**src/rtl/seg7_scan_driver.sv**
```systemverilog
// seg7_scan_driver: frame-snapshotted, blinkable 4-digit common-anode seven-segment scanner
module seg7_scan_driver #(
  parameter int SCAN_TICKS  = 100000,
  parameter int BLINK_TICKS = 50000000
) (
  input  logic       clk,
  input  logic       rst,
  input  logic [3:0] dig0,
  input  logic [3:0] dig1,
  input  logic [3:0] dig2,
  input  logic [3:0] dig3,
  input  logic [3:0] dp_mask,
  input  logic [3:0] blink_mask,
  output logic [6:0] seg,
  output logic       dp,
  output logic [3:0] an
);
  localparam int SW = $clog2(SCAN_TICKS);
  localparam int BW = $clog2(BLINK_TICKS);
  logic [SW-1:0] scan_cnt, scan_cnt_n;
  logic [BW-1:0] blink_cnt, blink_cnt_n;
  logic [1:0] idx, idx_n;
  logic blink_phase, blink_phase_n, scan_wrap, blink_wrap, frame, off;
  logic [3:0][3:0] sh_dig, sh_dig_n;
  logic [3:0] sh_dp, sh_dp_n, sh_blink, sh_blink_n, code;
  function automatic logic [6:0] decode(input logic [3:0] c);
    case (c)
      4'd0:    decode = 7'b1000000;
      4'd1:    decode = 7'b1111001;
      4'd2:    decode = 7'b0100100;
      4'd3:    decode = 7'b0110000;
      4'd4:    decode = 7'b0011001;
      4'd5:    decode = 7'b0010010;
      4'd6:    decode = 7'b0000010;
      4'd7:    decode = 7'b1111000;
      4'd8:    decode = 7'b0000000;
      4'd9:    decode = 7'b0010000;
      4'd11:   decode = 7'b0111111;
      default: decode = 7'b1111111;
    endcase
  endfunction
  // Outputs are built from next-state values so anode and segment data switch together
  always_comb begin
    scan_wrap     = scan_cnt == SW'(SCAN_TICKS - 1);
    blink_wrap    = blink_cnt == BW'(BLINK_TICKS - 1);
    scan_cnt_n    = scan_wrap ? '0 : scan_cnt + 1'b1;
    blink_cnt_n   = blink_wrap ? '0 : blink_cnt + 1'b1;
    blink_phase_n = blink_phase ^ blink_wrap;
    idx_n         = scan_wrap ? idx + 2'd1 : idx;
    frame         = scan_wrap && idx == 2'd3;
    sh_dig_n      = frame ? {dig3, dig2, dig1, dig0} : sh_dig;
    sh_dp_n       = frame ? dp_mask : sh_dp;
    sh_blink_n    = frame ? blink_mask : sh_blink;
    code          = sh_dig_n[idx_n];
    off           = blink_phase_n & sh_blink_n[idx_n];
  end
  always_ff @(posedge clk or negedge rst) begin
    if (!rst) begin
      scan_cnt    <= '0;
      blink_cnt   <= '0;
      idx         <= '0;
      blink_phase <= 1'b0;
      sh_dig      <= {4{4'd10}};
      sh_dp       <= '0;
      sh_blink    <= '0;
      an          <= 4'b1111;
      seg         <= 7'b1111111;
      dp          <= 1'b1;
    end else begin
      scan_cnt    <= scan_cnt_n;
      blink_cnt   <= blink_cnt_n;
      idx         <= idx_n;
      blink_phase <= blink_phase_n;
      sh_dig      <= sh_dig_n;
      sh_dp       <= sh_dp_n;
      sh_blink    <= sh_blink_n;
      an          <= ~(4'b0001 << idx_n);
      seg         <= off ? 7'b1111111 : decode(code);
      dp          <= off | ~sh_dp_n[idx_n];
    end
  end
endmodule

```
**config.mk**
```make
export PLATFORM = sky130hd
export DESIGN_NAME = seg7_scan_driver
export DESIGN_NICKNAME = d
export VERILOG_FILES = /design/src/rtl/seg7_scan_driver.sv
export SDC_FILE = /design/constraint.sdc
export NUM_CORES = 1
export LEC_CHECK = 0
export ABC_AREA = 1
export BUFFER_PORTS_ARGS = -buffer_cell sky130_fd_sc_hd__buf_2
export CAP_MARGIN = 30
export CORE_ASPECT_RATIO = 0.75
export CORE_MARGIN = 10
export CORE_UTILIZATION = 60
export DETAILED_ROUTE_END_ITERATION = 8
export PLACE_DENSITY = 0.8
export SLEW_MARGIN = 15
export SYNTH_ARGS = -nofsm -noshare
export SYNTH_HDL_FRONTEND = slang
export SYNTH_SLANG_ARGS = --single-unit
```
**constraint.sdc**
```tcl
create_clock -name clk -period 3.18 [get_ports clk]
set_clock_uncertainty 0.05 [all_clocks]
set_input_delay 0.159 -clock clk [delete_from_list [all_inputs] [get_ports clk]]
set_output_delay 0.159 -clock clk [all_outputs]
set_load 0.05 [all_outputs]
```
# Yosys cells after proc, flatten, opt, wreduce, memory -nomap -nowiden
# Memory sizes are Yosys's and may differ from the RTL's.
# Index checks and enable logic that the tools add are counted.
[op_classes]
add_sub_neg = 3
multipliers = 0
n_div = 0
n_lt_le_gt_ge = 1
eq_ne = 3
shift = 1
muxes = 13
n_bitwise = 5
n_reduce_logical = 1
[ops]
columns = ["cell", "count"]
rows = [
  ["26-bit by 1-bit adder with 26-bit output (second input constant)", 1],
  ["26-bit equality test (second input constant)", 1],
  ["26-bit 2-to-1 mux", 1],
  ["17-bit by 1-bit adder with 17-bit output (second input constant)", 1],
  ["17-bit equality test (second input constant)", 1],
  ["17-bit 2-to-1 mux", 1],
  ["16-bit 2-to-1 mux", 1],
  ["4-bit 2-to-1 mux", 3],
  ["4-bit binary-select mux with 2-bit select", 1],
  ["7-bit 2-to-1 mux", 1],
  ["1-bit binary-select mux with 2-bit select", 2],
  ["4-bit NOT", 1],
  ["1-bit by 2-bit << shifter with 4-bit output (first input constant)", 1],
  ["2-bit by 3-bit less-than comparator with 1-bit output (second input constant)", 1],
  ["2-bit by 1-bit adder with 2-bit output (second input constant)", 1],
  ["2-bit equality test (second input constant)", 1],
  ["1-bit 2-to-1 mux", 2],
  ["2-bit 2-to-1 mux", 1],
  ["1-bit AND", 1],
  ["1-bit logical AND", 1],
  ["1-bit NOT", 1],
  ["1-bit bitwise OR", 1],
  ["1-bit bitwise XOR", 1],
]
[word_totals]
register_bits = 82
latch_bits = 0
ramBits = 0
rom_bits = 112
in_bits = 26
output_inout_bits = 12
memories = 1
[memory_table]
columns = ["name", "depth", "word_bits", "rd", "rd_ports_with_merged_regs", "write_ports", "line", "text"]
rows = [
  ["(name not given)", 16, 7, 1, 0, 0, "27", "case (c)"],
]

# Depth between registers and ports, before layout
# Gate-level depths: netlist of the first run.
[depth]
word_depth = 7
mapped_depth = 19

# Worst setup path before layout of the first run
# Ideal clock, no wire load.
[synth_path]
path_kind = "register -> register"
startpoint = "reg scan_cnt[0]"
endpoint = "reg seg[0]"
setup_ns = 0.083
arrival_time_ns = 2.202
required_time_ns = 3.047
path_slack_ns = 0.845
stages_incl_launch_ff = 18
period_less_slack_ns = 2.335
cell_sequence = "dfrtp_1 > ha_1 > nand3_2 > nor2_2 > nand3_2 > nand2_1 > nand2_4 > nand2_4 > inv_2 > nand2_1 > nand2_1 > nor2_1 > inv_1 > ha_1 > inv_1 > nand3_1 > nand3_1 > nand3_1"
[synth_via]
word_cells_on_any_way = 12
[synth_rtl]
columns = ["item", "line", "text"]
rows = [
  ["start, declared", "20", "logic [SW-1:0] scan_cnt, scan_cnt_n;"],
  ["start signal, assigned", "70", "scan_cnt <= scan_cnt_n;"],
  ["17-bit equality test *", "44", "scan_wrap = scan_cnt == SW'(SCAN_TICKS - 1);"],
  ["2-bit 2-to-1 mux *", "49", "idx_n = scan_wrap ? idx + 2'd1 : idx;"],
  ["net idx_n[0]", "22", "logic [1:0] idx, idx_n;"],
  ["4-bit binary-select mux with 2-bit select / 1-bit binary-select mux with 2-bit select (equally long branches)", "54, 55", ""],
  ["4-bit 2-to-1 mux (not written as such) / 1-bit 2-to-1 mux (equally long branches)", "54, 55", ""],
  ["memory read 16 x 7 bit / 1-bit AND (equally long branches)", "--", ""],
  ["7-bit 2-to-1 mux *", "78", "seg <= off ? 7'b1111111 : decode(code);"],
  ["end signal, assigned", "78", ""],
  ["end, declared", "14", "output logic [6:0] seg,"],
]
# Mark *: on every way through the listed nets, which the timed path passes. The rest lies on a longest branch. The select of a mux whose other input is x is not followed.

==> results_dict.tcl, run 1 <==
set metrics [dict create \
    path_depth 15 \
    grt_pass1_wl_microns 16860 \
    antenna_found_initial 0 \
    fin_area_sq_um 5121 \
    setup.worst_path.class "reg -> reg" \
    dpl_cell_area_sq_um 4720 \
    dp_hpwl_microns 7248 \
    postCtsSetupBuffers 0 \
    synth_warnings 0 \
    synth_edf_count 0 \
    ant_nets 0 \
    synthArstFlopShare_pct 100.0 \
    cpLargestDelayFamily "simple AND/OR/NAND/NOR gates" \
    crit_end "seg[3]" \
    wl_microns 9890 \
    routed-via-count 3782 \
    dr.first_iter.drc_count 301 \
    maxSlewViolCount 0 \
    utilization_pct 70.51 \
    clk_latency_ns 0.36 \
    synth_cells 566 \
    syn_nets 601 \
    fp.dieW_microns 119.1 \
    routedWlPerCell_microns 13.47 \
    num_io_pins 38 \
    antennaDiodeCount 0 \
    relSlewSlack_pct 63.36 \
    die_area_sq_um 11230 \
    grt_max_degree 44 \
    worstRegToRegCells 15 \
    root_buffer "clkbuf_8" \
    numPortBuffers 37 \
    fin_cells 734 \
    cp.required_ns 3.41 \
    grt_overflow 0 \
    clock-sinks 82 \
    tritoncts "built" \
    clockBufferDepth 2 \
    tns_ns 0 \
    finalCriticalPeriod_ns 2.721 \
    start_kind "flip-flop" \
    dp_cells 702 \
    first_pass_iters 6 \
    clk_pin_slew_worst_paths_ns 0.08 \
    num_rows 27 \
    start_util_pct 60.84 \
    critPathLaunch "scan_cnt[0]" \
    syn-cell-area_sq_um 4419 \
    h-tree-depth 3 \
    ys.flop_type "dfrtp_1" \
    synth_cell_types 34 \
    fmax_mhz 367.5 \
    status "complete, no violations" \
    numCtsBuffers 9 \
    yosys-top-cells-area "dfrtp_1 35%, nand2_1 13%, dfstp_2 12%" \
    r2r_start "scan_cnt[0]" \
    yosys.area.top_type "dfrtp_1" \
    ys_seq_elements 82 \
    peakVddDrop_v 0.0002859 \
    drc 0 \
    cp_slowest_cell "dfrtp_1" \
    holdWs_ns 0.04415 \
    synth.most_common_cell "nand2_1" \
    cp_slowest_stage_delay_ns 0.38 \
    crit_arrival_ns 2.95 \
    vias_per_cell 5.153 \
    netlist.area_leader.share_pct 35.11 \
    synth_sequential_area_ratio_pct 47.00 \
    grt_pass1_vias 3756 \
    layout-drive-gt1-share_pct 17.85 \
    syn_area_per_cell_sq_um 7.808 \
    place_congestion 0.8758 \
    track_usage_pct 18.23 \
    area_growth_pct 15.88 \
    rsz0062_at_grt "false" \
    synthTopCellsByCount "156 x nand2_1, 91 x inv_1, 66 x nor2_1" \
    setup_viol 0 \
    design.core.area_sq_um 7263 \
    crit_buf_inv 2 \
    die_y_microns 94.33 \
    critical_path.cell_chain "ha_1 -> nand3_2 -> nor3_2 -> nand3_2 -> nand2_1 -> nand2_1 -> nand2_1 -> nand2_1 -> nor2_1 -> inv_1 -> ha_1 -> inv_1 -> nand3_1 -> nand3_1 -> nand3_1" \
    endpoint_kind "flip-flop" \
    cp_common_cell "nand2_1" \
    fin_crit_sh_pct 85.57 \
    leakage_uw 0.002585 \
    cts_resized 0 \
    finalHoldViolCount 0 \
    critPathMaxFanout 12 \
    r2r_end "seg[3]" \
    max_cap_violations 0 \
    hp-class "in -> reg" \
    p_per_area_nw_per_um2 393.2 \
    final_net_count 663 \
    worst_pin_slew_ns 0.5480 \
    reg2reg_setup_slack_ns 0.46 \
]
## worst min path at each step
stage,from,end,slack (ns),cells past startpoint
3_3_place_gp,dig2[0],sh_dig[8],0.34,3
5_1_grt,dig0[3],sh_dig[3],0.04,3
2_1_floorplan,rst,blink_cnt[0],-0.19,0
3_5_place_dp,rst,blink_cnt[3],0.13,1
6_report,dig3[3],sh_dig[15],0.04,3
4_1_cts,dig0[3],sh_dig[3],0.03,3
## layout make-up
cell class	count	area (sq um)
timing repair buffer	54	367.9
inverter	97	364.1
tap	101	126.4
multi-input combinational	384	1944
sequential	82	2077
clock inverter	6	113.9
clock buffer	10	127.6
fill	571	2142
## power by group
| part | internal [uW] | switching, uW | total (uW) | leakage (uW) |
|---|---|---|---|---|
| logic | 27.1 | 30.1 | 57.2 | 0.00147 |
| registers | 1040 | 0 | 1040 | 0.00100 |
| clock network | 525 | 389 | 913 | 0.000113 |
| total | 1590 | 419 | 2010 | 0.00259 |
## flip-flops by register name (all words and copies together) (netlist names)
name and count:
an 4, blink_cnt 26, sh_dig 16, seg 7, dp 1, sh_dp 4, sh_blink 4, scan_cnt 17
blink_phase 1, idx 2
## worst reg2reg max path, cell delays in order (launching register included)
cell and delay (ns):
dfrtp_1 0.38, ha_1 0.23, nand3_2 0.16, nor3_2 0.26, nand3_2 0.26, nand2_1 0.16, nand2_1 0.08, nand2_1 0.06
nand2_1 0.04, nor2_1 0.31, inv_1 0.12, ha_1 0.20, inv_1 0.05, nand3_1 0.09, nand3_1 0.10, nand3_1 0.07
## cells in the final DEF (no fill, tap or decap), types with 6 or more instances in the layout
master / synthesis / final
clkbuf_8: 0 / 9
nor3_1: 11 / 11
nor4_1: 6 / 6
dfstp_2: 20 / 20
nand2_1: 156 / 156
nor2_2: 12 / 12
dlygate4sd3_1: 0 / 16
nand4_1: 13 / 13
inv_1: 91 / 91
xor2_1: 8 / 8
dfrtp_1: 62 / 62
o21ai_0: 18 / 18
nand3_1: 26 / 26
ha_1: 9 / 9
buf_2: 0 / 36
nand2_2: 6 / 6
a21oi_1: 13 / 13
nor2_1: 66 / 66
## layer usage
layer | track usage, % | up-vias | share of wire, %
li1 | - | 1904 | -
met1 | 22.10 | 1767 | 46
met2 | 30.42 | 87 | 48
met3 | 4.625 | 24 | 3.9
met4 | 8.012 | 0 | 2.3
met5 | 0 | - | 0
## stage by stage
stage	power (uW)	setup WS, ns
final	2014	0.4588
after global routing	2083	0.2095
after CTS	2035	0.4708
after detailed placement	1106	0.4895
after global placement	1102	0.6533
after floorplan	1065	0.8454
## timing repair
item | CTS | global route
hold endpoints to repair | 52 | 0
setup endpoints to repair | 0 | 0
hold buffers | 16 | 0
## kinds of logic after synthesis
family,share of synthesized area (%)
AO/OA/AOI/OAI,5.917
XOR/XNOR,2.180
adder cells (fa/ha/maj),2.548
buffers and inverters,9.003
flip-flops,47.00
AND/OR/NAND/NOR,33.35
Note: power is estimated with default switching activity, not from simulation.
==> inputs of run 2 (changes only) <==
==> constraint.sdc (replaced) <==
create_clock -name clk -period 3.18 [get_ports clk]
set_clock_uncertainty 0.05 [all_clocks]
set_input_delay 0.318 -clock clk [delete_from_list [all_inputs] [get_ports clk]]
set_output_delay 0.318 -clock clk [all_outputs]
set_load 0.05 [all_outputs]
==> run 2 against run 1 <==
Against the previous run: sequential power about the same; register-to-register slack about the same; via count down 2.4%; clock power up 0.7%; power down 0.43%.
==> results_dict.tcl, run 2 (synthesis results as in run 1) <==
set metrics [dict create \
    fmax_mhz 368.0 \
    r2r_start "scan_cnt[0]" \
    place_congestion 0.8758 \
    start_util_pct 60.84 \
    die_area_sq_um 11230 \
    grt_max_degree 44 \
    dr.first_iter.drc_count 349 \
    routedWlPerCell_microns 13.36 \
    dp_hpwl_microns 7248 \
    grt_overflow 0 \
    root_buffer "clkbuf_8" \
    fin_area_sq_um 4971 \
    cts_resized 0 \
    peakVddDrop_v 0.0002791 \
    area_growth_pct 12.49 \
    start_kind "flip-flop" \
    p_total_uw 2005 \
    track_usage_pct 17.75 \
    h-tree-depth 3 \
    r2r_end "seg[3]" \
    leakage_uw 0.002522 \
    finalCriticalPeriod_ns 2.717 \
    rsz0062_at_grt "false" \
    dpl_cell_area_sq_um 4720 \
    relSlewSlack_pct 63.54 \
    largest-register "blink_cnt" \
    num_io_pins 38 \
    switchingPower_uw 422.0 \
    setup.worst_path.class "reg -> reg" \
    fin_crit_sh_pct 85.45 \
    p_per_area_nw_per_um2 403.3 \
    num_rows 27 \
    p_seq_share_pct 52.0 \
    max_cap_violations 0 \
    status "complete, no violations" \
    power_frac_comb_pct 2.1 \
    critPathLaunch "scan_cnt[0]" \
    setup_viol 0 \
    fp.dieW_microns 119.1 \
    numPortBuffers 37 \
    antennaDiodeCount 0 \
    vias_per_cell 5.132 \
    ant_nets 0 \
    worstRegToRegCells 17 \
    endpoint_kind "flip-flop" \
    clk_pin_slew_worst_paths_ns 0.09 \
    grt_pass1_vias 3686 \
    switching_share_pct 21.05 \
    drc 0 \
    largest_reg_flops 26 \
    p_int_uw 1583 \
    numCtsBuffers 9 \
    largestRegisters "blink_cnt: 26 flops, scan_cnt: 17 flops, sh_dig: 16 flops" \
    clockBufferDepth 2 \
    wl_microns 9604 \
    final_net_count 648 \
    first_pass_iters 5 \
    crit_arrival_ns 2.95 \
    maxSlewViolCount 0 \
    antenna_found_initial 0 \
    layout_commonest_cell "nand2_1" \
    tritoncts "built" \
    design.core.area_sq_um 7263 \
    worst_pin_slew_ns 0.5452 \
    die_y_microns 94.33 \
    critPathMaxFanout 6 \
    clock-sinks 82 \
    hp-class "in -> reg" \
    reg2reg_setup_slack_ns 0.46 \
    postCtsSetupBuffers 0 \
    finalHoldViolCount 0 \
    grt_pass1_wl_microns 16460 \
    cp.required_ns 3.41 \
    clk_latency_ns 0.36 \
    final_cell_mix "156 x nand2_1, 91 x inv_1, 66 x nor2_1, 62 x dfrtp_1, 36 x buf_2" \
    routed-via-count 3690 \
    tns_ns 0 \
    clockPowerShare_pct 45.9 \
    crit_end "seg[3]" \
    layout-drive-gt1-share_pct 18.28 \
]
[run 2: cell types whose count changed in the layout (fill, tap and decap cells not counted), sizes merged]
| cell | change |
|---|---|
| dlygate4sd3 | -15 |
[run 2: worst max-delay path: stages (launching register included)]
cell and delay [ns]:
dfrtp_1 0.39, ha_1 0.23, nand3_2 0.16, nor2_2 0.20, nand3_2 0.15, nand2_1 0.14, nand2_4 0.11, nand2_4 0.10
inv_2 0.07, nand2_1 0.06, nand2_1 0.05, nor2_1 0.31, inv_1 0.11, ha_1 0.20, inv_1 0.05, nand3_1 0.09
nand3_1 0.11, nand3_1 0.08
[run 2: area by class of cell]
cell class	count	area, sq um
inverter	97	364.1
timing repair buffer	39	217.7
tap	101	126.4
multi-input combinational	384	1944
sequential	82	2077
fill	607	2292
clock inverter	6	113.9
clock buffer	10	127.6
[run 2: layer usage]
layer / wire [microns] / vias to the layer above / track usage, %
li1: - / 1868 / -
met1: 4458 / 1696 / 22.02
met2: 4485 / 105 / 29.09
met3: 459 / 21 / 4.264
met4: 199 / 0 / 8.012
met5: 0 / - / 0
[run 2: worst min path at each step]
stage,startpoint,to,slack [ns],cells after the start
after detailed placement,rst,blink_cnt[3],0.29,1
final,dig3[1],sh_dig[13],0.12,3
after CTS,dig3[1],sh_dig[13],0.10,3
after global routing,dig3[0],sh_dig[12],0.12,3
after floorplan,rst,blink_cnt[0],-0.03,0
after global placement,scan_cnt[0],scan_cnt[0],0.39,1
[run 2: timing repair]
action,CTS,global route
hold endpoints to repair,37,0
hold buffers,1,0
setup endpoints to repair,0,0
[run 2: per-stage QoR]
stage | hold slack (ns) | setup WS (ns) | instances | util [%]
floorplan | -0.02759 | 0.8454 | 566 | -
global placement | 0.3931 | 0.6533 | 701 | 64.70
detailed placement | 0.2874 | 0.4895 | 702 | 64.98
CTS | 0.1035 | 0.4708 | 719 | 68.44
global route | 0.1199 | 0.2095 | 719 | 68.44
finish | 0.1224 | 0.4627 | 719 | 68.44
[run 2: power by group through the flow]
stage | logic (uW) | clock network [uW] | registers, uW
2_1_floorplan | 2.16 | 0 | 1060
6_report | 42.5 | 919 | 1040
3_3_place_gp | 39.2 | 0 | 1060
5_1_grt | 48.5 | 976 | 1040
3_5_place_dp | 43.5 | 0 | 1060
4_1_cts | 44.4 | 934 | 1040
==> inputs of run 3 (changes only) <==
Settings changed: CORE_MARGIN 10 to 1, GPL_ROUTABILITY_DRIVEN set to 0.
==> run 3 against run 2 <==
Against the previous run: cell count fell by 0.42%; register-to-register slack got worse by 0.02 ns; die area fell by 31%; flip-flop and latch count did not move; sequential power barely moved; wire length fell by 4.4%.
==> results_dict.tcl, run 3 (synthesis results as in run 1) <==
set metrics [dict create \
    status "complete, no violations" \
    clk_pin_slew_worst_paths_ns 0.09 \
    cp_slowest_stage_delay_ns 0.38 \
    dr.first_iter.drc_count 206 \
    layout-drive-gt1-share_pct 18.28 \
    fin_crit_sh_pct 86.01 \
    grt_pass1_wl_microns 15640 \
    fp.dieW_microns 101.1 \
    setup_viol 0 \
    finalCriticalPeriod_ns 2.735 \
    die_area_sq_um 7716 \
    clk_latency_ns 0.35 \
    h-tree-depth 3 \
    routedWlPerCell_microns 12.82 \
    largest-register "blink_cnt" \
    cts_resized 0 \
    ant_nets 0 \
    num_io_pins 38 \
    utilization_pct 71.41 \
    fillers 567 \
    grt_pass1_vias 3455 \
    final_net_count 648 \
    area_growth_pct 12.49 \
    endpoint_kind "flip-flop" \
    cp_slowest_cell "dfrtp_1" \
    critical_path.cell_chain "ha_1 -> nand3_2 -> nor2_2 -> nand3_2 -> nand2_1 -> nand2_4 -> nand2_4 -> inv_2 -> nand2_1 -> nand2_1 -> nor2_1 -> inv_1 -> ha_1 -> inv_1 -> nand3_1 -> nand3_1 -> nand3_1" \
    cp.required_ns 3.41 \
    antennaDiodeCount 0 \
    largest_reg_flops 26 \
    final_cell_mix "156 x nand2_1, 91 x inv_1, 66 x nor2_1, 62 x dfrtp_1, 36 x buf_2" \
    design.core.area_sq_um 6962 \
    root_buffer "clkbuf_8" \
    antenna_found_initial 0 \
    clock-sinks 82 \
    clockBufferDepth 2 \
    rsz0062_at_grt "false" \
    crit_arrival_ns 2.96 \
    grt_max_degree 50 \
    drc 0 \
    numPortBuffers 37 \
    relSlewSlack_pct 57.38 \
    finalHoldViolCount 0 \
    tns_ns 0 \
    first_pass_iters 5 \
    numCtsBuffers 9 \
    leakage_uw 0.002535 \
    routed-via-count 3777 \
    dp_hpwl_microns 6843 \
    maxSlewViolCount 0 \
    start_util_pct 63.48 \
    peakVddDrop_v 0.0003085 \
    grt_overflow 0 \
    fmax_mhz 365.6 \
    track_usage_pct 25.93 \
    worst_pin_slew_ns 0.6335 \
    layout_commonest_cell "nand2_1" \
    vias_per_cell 5.275 \
    num_rows 26 \
    start_kind "flip-flop" \
    tritoncts "built" \
    largestRegisters "blink_cnt: 26 flops, scan_cnt: 17 flops, sh_dig: 16 flops" \
    critPathMaxFanout 6 \
    setup.worst_path.class "reg -> reg" \
    hp-class "in -> reg" \
    max_cap_violations 0 \
    p_per_area_nw_per_um2 396.3 \
    cpLargestDelayFamily "simple AND/OR/NAND/NOR gates" \
    fin_cells 716 \
    dp_cells 699 \
    crit_buf_inv 3 \
    wl_microns 9181 \
    die_y_microns 76.33 \
]
-- run 3: cell types whose count changed in the layout (fill, tap and decap cells not counted), sizes merged --
cell      before  now
bufinv         3    2
clkbuf        10   12
clkinv         1    2
clkinvlp       2    0
-- run 3: worst paths after layout --
path                                end  cells after the start          from  slack, ns
hold / removal                sh_dig[5]                      3       dig1[1]       0.14
min in group asynchronous  scan_cnt[10]                      2           rst       0.40
setup / recovery                 seg[3]                     17   scan_cnt[0]       0.44
hold reg to reg            blink_cnt[0]                      1  blink_cnt[0]       0.42
setup reg to reg                 seg[3]                     17   scan_cnt[0]       0.44
max in group asynchronous     sh_dig[9]                      3           rst       2.03
-- run 3: power by group --
group,internal [uW],switching (uW)
combinational,16.2,27.8
clock,511,371
sequential,1040,0
total,1570,399
-- run 3: area by class of cell --
class,instances,area (sq um),share of cell area [%]
Inverter,97,364.1,7.324
Sequential cell,82,2077,41.78
Clock buffer,12,166.4,3.348
Tap cell,98,122.6,2.467
Clock inverter,4,71.32,1.435
Multi-Input combinational cell,384,1944,39.11
Timing Repair Buffer,39,225.2,4.531
-- run 3: layer usage --
metal / routed length (microns) / vias up / GRT usage, % / part of all wire (%)
met5: 0 / - / 0 / 0
met4: 108 / 0 / 8.116 / 1.2
met3: 534 / 13 / 5.780 / 5.8
met2: 4030 / 127 / 38.64 / 44
met1: 4508 / 1774 / 37.75 / 49
li1: - / 1863 / - / -
-- run 3: per-stage QoR --
step                setup WS, ns  power, uW  area, sq um  hold WS [ns]
finish                    0.4449       1970         4971        0.1385
global route              0.1443       2034         4971        0.1423
CTS                       0.4675       1989         4971        0.1271
detailed placement        0.4715       1107         4723        0.2418
global placement          0.6454       1102         4696        0.3931
floorplan                 0.8454       1065         4419      -0.02759
-- run 3: repair_timing --
action / 4_1_cts / 5_1_grt
buffers inserted: 0 / 0
endpoints found under the hold margin: 17 / 0
hold buffers: 1 / 0
-- run 3: worst register-to-register path: stages (launching register included) --
cell,delay [ns]
dfrtp_1,0.38
ha_1,0.24
nand3_2,0.16
nor2_2,0.21
nand3_2,0.15
nand2_1,0.13
nand2_4,0.11
nand2_4,0.12
inv_2,0.07
nand2_1,0.06
nand2_1,0.05
nor2_1,0.32
inv_1,0.12
ha_1,0.19
inv_1,0.05
nand3_1,0.09
nand3_1,0.10
nand3_1,0.06
